[src/rtl/onehot_decoder_scan.sv]
// Registered binary-to-one-hot decoder with direct load and prescaled auto-scan.
// Latency: 1 cycle from a load/step edge to out, idx and wrap (all outputs are flops).
// Backpressure: none; en=0 freezes idx/out in place and clears the prescaler.
module onehot_decoder_scan #(
    parameter  int IN_W  = 3,
    parameter  int DIV   = 4,
    localparam int OUT_W = 2**IN_W
) (
    input  logic             sys_clk,
    input  logic             sys_rst,
    input  logic             en,
    input  logic             mode,
    input  logic             dir,
    input  logic             load,
    input  logic [IN_W-1:0]  sel_in,
    output logic [OUT_W-1:0] out,
    output logic [IN_W-1:0]  idx,
    output logic             wrap
);

    localparam int            PW     = (DIV > 1) ? $clog2(DIV) : 1;
    localparam logic [PW-1:0] PS_MAX = PW'(DIV - 1);

    typedef enum logic [1:0] {
        IDLE   = 2'd0,
        DECODE = 2'd1,
        SCAN   = 2'd2
    } state_t;

    state_t            state;
    state_t            state_nxt;
    logic [PW-1:0]     psc;
    logic [PW-1:0]     psc_nxt;
    logic [IN_W-1:0]   idx_nxt;
    logic [OUT_W-1:0]  out_nxt;
    logic              wrap_nxt;

    always_ff @(posedge sys_clk) begin
        if (sys_rst) begin
            state <= IDLE;
        end else begin
            state <= state_nxt;
        end
    end

    always_comb begin
        state_nxt = IDLE;
        if (en) begin
            state_nxt = mode ? SCAN : DECODE;
        end
    end

    // Actions key off the state being entered, so en/mode changes act on the same edge.
    // The prescaler only advances when already in SCAN; entering SCAN restarts a full period.
    always_comb begin
        idx_nxt  = idx;
        psc_nxt  = '0;
        wrap_nxt = 1'b0;
        case (state_nxt)
            DECODE: begin
                if (load) begin
                    idx_nxt = sel_in;
                end
            end
            SCAN: begin
                if (load) begin
                    idx_nxt = sel_in;
                end else if (state == SCAN) begin
                    if (psc == PS_MAX) begin
                        idx_nxt  = dir ? (idx - IN_W'(1)) : (idx + IN_W'(1));
                        wrap_nxt = dir ? (idx == '0) : (idx == '1);
                    end else begin
                        psc_nxt = psc + PW'(1);
                    end
                end
            end
            default: begin
            end
        endcase
        out_nxt = OUT_W'(1) << idx_nxt;
    end

    always_ff @(posedge sys_clk) begin
        if (sys_rst) begin
            idx  <= '0;
            out  <= OUT_W'(1);
            wrap <= 1'b0;
            psc  <= '0;
        end else begin
            idx  <= idx_nxt;
            out  <= out_nxt;
            wrap <= wrap_nxt;
            psc  <= psc_nxt;
        end
    end

endmodule
[config.mk]
export PLATFORM = sky130hd
export DESIGN_NAME = onehot_decoder_scan
export DESIGN_NICKNAME = d
export VERILOG_FILES = /design/src/rtl/onehot_decoder_scan.sv
export SDC_FILE = /design/constraint.sdc
export NUM_CORES = 1
export LEC_CHECK = 0
export CAP_MARGIN = 40
export CORE_UTILIZATION = 40
export DETAILED_ROUTE_END_ITERATION = 16
export PLACE_DENSITY = 0.69
export SYNTH_ARGS = -nofsm -noshare
export SYNTH_HDL_FRONTEND = slang
export SYNTH_SLANG_ARGS = --single-unit
[constraint.sdc]
create_clock -name sys_clk -period 2.3 [get_ports sys_clk]
set_input_delay 0.345 -clock sys_clk [delete_from_list [all_inputs] [get_ports sys_clk]]
set_output_delay 0.345 -clock sys_clk [all_outputs]
set_load 0.005 [all_outputs]
# After elaboration in Yosys (flattened, before gate mapping)
# Index checks and enable logic that the tools add are counted.
# Widths: inputs -> output; s select.
totals:
  reg_bits: 16
  input_bits: 9
  output_inout_bits: 12
  wordCells: 29
op_classes:
  muxes: 9
  n_shift: 1
  reduce_logical: 3
  eq_ne: 5
  bitwise: 3
  n_addsub: 3
op_table:
  columns: ["operator", "count"]
  rows:
  - ["$mux 3", 5]
  - ["$reduce_or 5->1", 2]
  - ["$shl 1x3->8 const A", 1]
  - ["$eq 2x2->1 const B", 3]
  - ["$pmux 3 s2", 1]
  - ["$mux 2", 2]
  - ["$add 3x1->3 const B", 1]
  - ["$eq 3x3->1 const B", 1]
  - ["$logic_not 3->1", 1]
  - ["$not 1->1", 3]
  - ["$sub 3x1->3 const B", 1]
  - ["$add 2x1->2 const B", 1]
  - ["$eq 2x1->1 const B", 1]
  - ["$mux 1", 1]

# Depth between registers and ports, before layout
depth:
  depth_word: 7
  mapped_depth: 5
  mapped_depth_nobuf: 5

# Least setup slack after synthesis
# No wires, ideal clock.
synth_path:
  path_type: "flip-flop to flip-flop"
  from: "register idx[0]"
  to: "register out[1]"
  path_slack_ns: 0.517
  stages_incl_launch_ff: 6
  arrival_time_ns: 1.695
  setup_ns: 0.087
  cell_sequence: "dfxtp_1 > fa_1 > xor2_2 > and3_2 > nor3_4 > nor4b_2"
synth_between:
  elab_chain_cells: 7
synth_rtl:
  columns: ["element", "line", "text"]
  rows:
  - ["from (decl)", "17", "output logic [IN_W-1:0] idx,"]
  - ["from (signal assigned)", "90", "idx <= idx_nxt;"]
  - ["$add 3x1->3 / $sub 3x1->3 (equally long branches)", "70", "idx_nxt = dir ? (idx - IN_W'(1)) : (idx + IN_W'(1));"]
  - ["$mux 3", "70", null]
  - ["$mux 3", "69", "if (psc == PS_MAX) begin"]
  - ["$mux 3", "68", "end else if (state == SCAN) begin"]
  - ["$mux 3", "66", "if (load) begin"]
  - ["$pmux 3 s2 *", "59", "case (state_nxt)"]
  - ["$shl 1x3->8 *", "80", "out_nxt = OUT_W'(1) << idx_nxt;"]
  - ["to (signal assigned)", "91", "out <= out_nxt;"]
  - ["to (decl)", "16", "output logic [OUT_W-1:0] out,"]
# Every way passes the cells marked *; elsewhere a longest branch is shown, timed or not.
# A chain may end at the register's enable or synchronous reset.

# Worst setup path after layout
layout_path:
  from: "input port dir"
  to: "register out[3]"
layout_between:
  elab_chain_cells: 6
layout_rtl:
  columns: ["element", "line", "text"]
  rows:
  - ["from (decl)", "13", "input logic dir,"]
  - ["$mux 3", "70", null]
  - ["$mux 3", "69", null]
  - ["$mux 3", "68", null]
  - ["$mux 3", "66", null]
  - ["$pmux 3 s2", "59", null]
  - ["$shl 1x3->8", "80", null]
# No other way between the ends.

==> results.cfg <==
[setup_path]
critPathRequiredTime_ns = 2.49
startpoint_type = input port
ff2ff_path_depth = 5
endpoint_kind = register
r2r_slack_ns = 0.36
worstReg2RegEnd = out[3]
r2r-start = idx[0]
critPathTopFamily = simple AND/OR/NAND/NOR gates
critical_path_buf_inv_count = 1
worst_path_max_delay_cell = fa_1
cp.arrival_ns = 2.27
max_stage_delay_ns = 0.47
path_cells = clkdlybuf4s50_1 > fa_1 > xor2_2 > and3_2 > nor3_4 > nor4b_2
path_class = in -> reg
critPathMaxFanout = 9
crit_path_start = dir

[worst_hold_path]
min_path_cells = 1
min_from = psc[0]
min_delay_worst_endpoint = psc[0]
min_path_type = reg -> reg

[power]
power_density_nw_per_um2 = 556
leakage_nw = 0.351
total_power_mw = 0.546
ir_worst_vdd_mv = 0.312

[synthesis]
synth_seq_cells = 16
synth_edf_count = 0
synth_top_area_share = 0.448
syn_inst = 66
seq_area_frac_synth = 0.448
synth_area_leaders = dfxtp_1, nor4b_2, nor2_1, fa_1, nor3_1
async_flop_share = 0
syn_area_sq_um = 714
syn_avg_cell_area_sq_um = 10.8
synth_nets = 77
synth_top_flop_cell = dfxtp_1
synth_top_cell_by_area = dfxtp_1
yosysWarningCount = 0
synth_cell_type_count = 30

[final_layout]
fin_cells = 114
area_growth_syn_to_layout_pct = 37.3
nets = 103
n_antenna_cell = 0
drive_gt1_frac = 0.189
stdcell_area_sq_um = 981

[clock_tree]
path_clk_slew_ns = 0.09
ctsHtreeMaxLevel = 1
cts_hold_buf = 0
clk_path_buf_depth = 2
ctsResizeCount = 0
cts_buffers = 3
post_cts_buffers = 0
worstSkewPairLatency_ns = 0.28
cts_tree = yes
cts_root_buffer = clkbuf_4
clock-sinks = 16

[grt]
grt_pass1_wl_mm = 2.48
gr-usage-all-layers = 0.177
grt_overflow = 0
grt_max_degree = 14
grt_pass1_vias = 560
antenna_found_initial = 0

[timing]
skew_ns = 0.0107
max_freq_mhz = 481
period_share = 0.904
rsz0062_at_grt = false
max_slew.worst_pin.slew_ns = 0.374
post-route-min-period_ns = 2.08
hold_violations = 0
slew_headroom = 0.750
slew_violations = 0
setup-violations-final = 0

[placement]
hpwl_mm = 1.09
routabilityCongestion = 0.809
placedCellCount = 111
dpl_cell_area_sq_um = 958
portBuffers = 20

[drt]
drcViolationCount = 0
dr.pass1.iters = 4
antenna_left = 0
wl_mm = 1.43
viasPerCell = 5.23
num_vias = 596
wl_per_cell_um = 12.5
drt_iter0_drc = 20

[die]
initial_core_util = 0.448
die_w_um = 44.3
die-area_sq_um = 1960
fp.coreArea_sq_um = 1590
top_level_ports = 21
placementRows = 14
fp.dieH_um = 44.3

[outcome]
status = finished clean

[run]
maxCapViolations = 0
[routing by layer]
layer | global-route usage | part of all wire | up-vias
li1 | - | - | 297
met1 | 0.220 | 0.46 | 283
met2 | 0.279 | 0.49 | 14
met3 | 0.0490 | 0.037 | 2
met4 | 0.0909 | 0.0091 | 0
met5 | 0 | 0 | -
[per-stage QoR]
| step | setup slack [ns] | util | TNS (ns) | hold WS [ns] |
|---|---|---|---|---|
| floorplan | 0.517 | - | 0 | 0.404 |
| global placement | -0.0225 | 0.601 | -0.0440 | 0.415 |
| detailed placement | -0.0721 | 0.601 | -0.155 | 0.428 |
| CTS | 0.223 | 0.615 | 0 | 0.441 |
| global route | 0.0749 | 0.615 | 0 | 0.451 |
| finish | 0.220 | 0.615 | 0 | 0.433 |
[Yosys cell counts, types with 2 or more instances]
library cell	instances
nand2_1	2
inv_1	4
o21ai_0	2
nor3_1	4
nor3b_1	2
o21a_1	2
nor4b_2	4
nor4_1	2
dfxtp_1	16
a31oi_1	3
nor2_1	6
[logic make-up (layout without fill, tap and decap cells)]
| kind of cell | after synthesis | after routing | share of synthesized area |
|---|---|---|---|
| AOI/OAI and AO/OA | 12 | 12 | 0.144 |
| buffers and inverters | 6 | 30 | 0.0333 |
| DFF | 16 | 16 | 0.448 |
| and+or+nand+nor | 29 | 29 | 0.306 |
| adders and majority gates | 2 | 2 | 0.0455 |
| xor gates and xnor gates | 1 | 1 | 0.0228 |
[worst register-to-register path: cells and delay by family, from the launching register on]
family        cells  cell delay (ns)
simple gates      3             0.84
xor+xnor          1             0.17
flops             1             0.40
fa+ha+maj         1             0.46
[area by class of cell]
class                      count  area (sq um)
clock buffer                   3          22.5
inverter                       4          15.0
timing repair buffer          23           223
multi-input combinational     44           370
fill                         150           613
tap                           24          30.0
sequential                    16           320
[placed cells by master, fill, tap and decap left out, drive strengths merged, types with 2 or more instances in the layout]
cell,synthesis,final
nor4b,4,4
clkdlybuf4s50,0,20
dfxtp,16,16
nor2,6,6
inv,4,4
buf,1,3
o21a,2,2
a31oi,3,3
a31o,2,2
nand2,2,2
o21ai,2,2
clkbuf,1,3
nor3b,2,2
nor4,2,2
nor3,5,5
and4b,2,2
[worst max-delay path by stage]
stage / to / depth (start not counted)
2_1_floorplan: out[1] / 5
3_3_place_gp: out[3] / 6
3_5_place_dp: out[3] / 6
4_1_cts: out[3] / 6
5_1_grt: out[3] / 6
6_report: out[3] / 6
[report_power, final]
group | internal, mW | switching, mW | leakage, nW
sequential | 0.289 | 0.00818 | 0.131
combinational | 0.0583 | 0.0485 | 0.207
clock | 0.0608 | 0.0813 | 0.0138
total | 0.408 | 0.138 | 0.351
[sequential cells by signal, indices dropped and copies added (netlist names)]
register,count
idx,3
out,8
psc,2
state,2
wrap,1
Note: power is estimated with default switching activity, not from simulation.
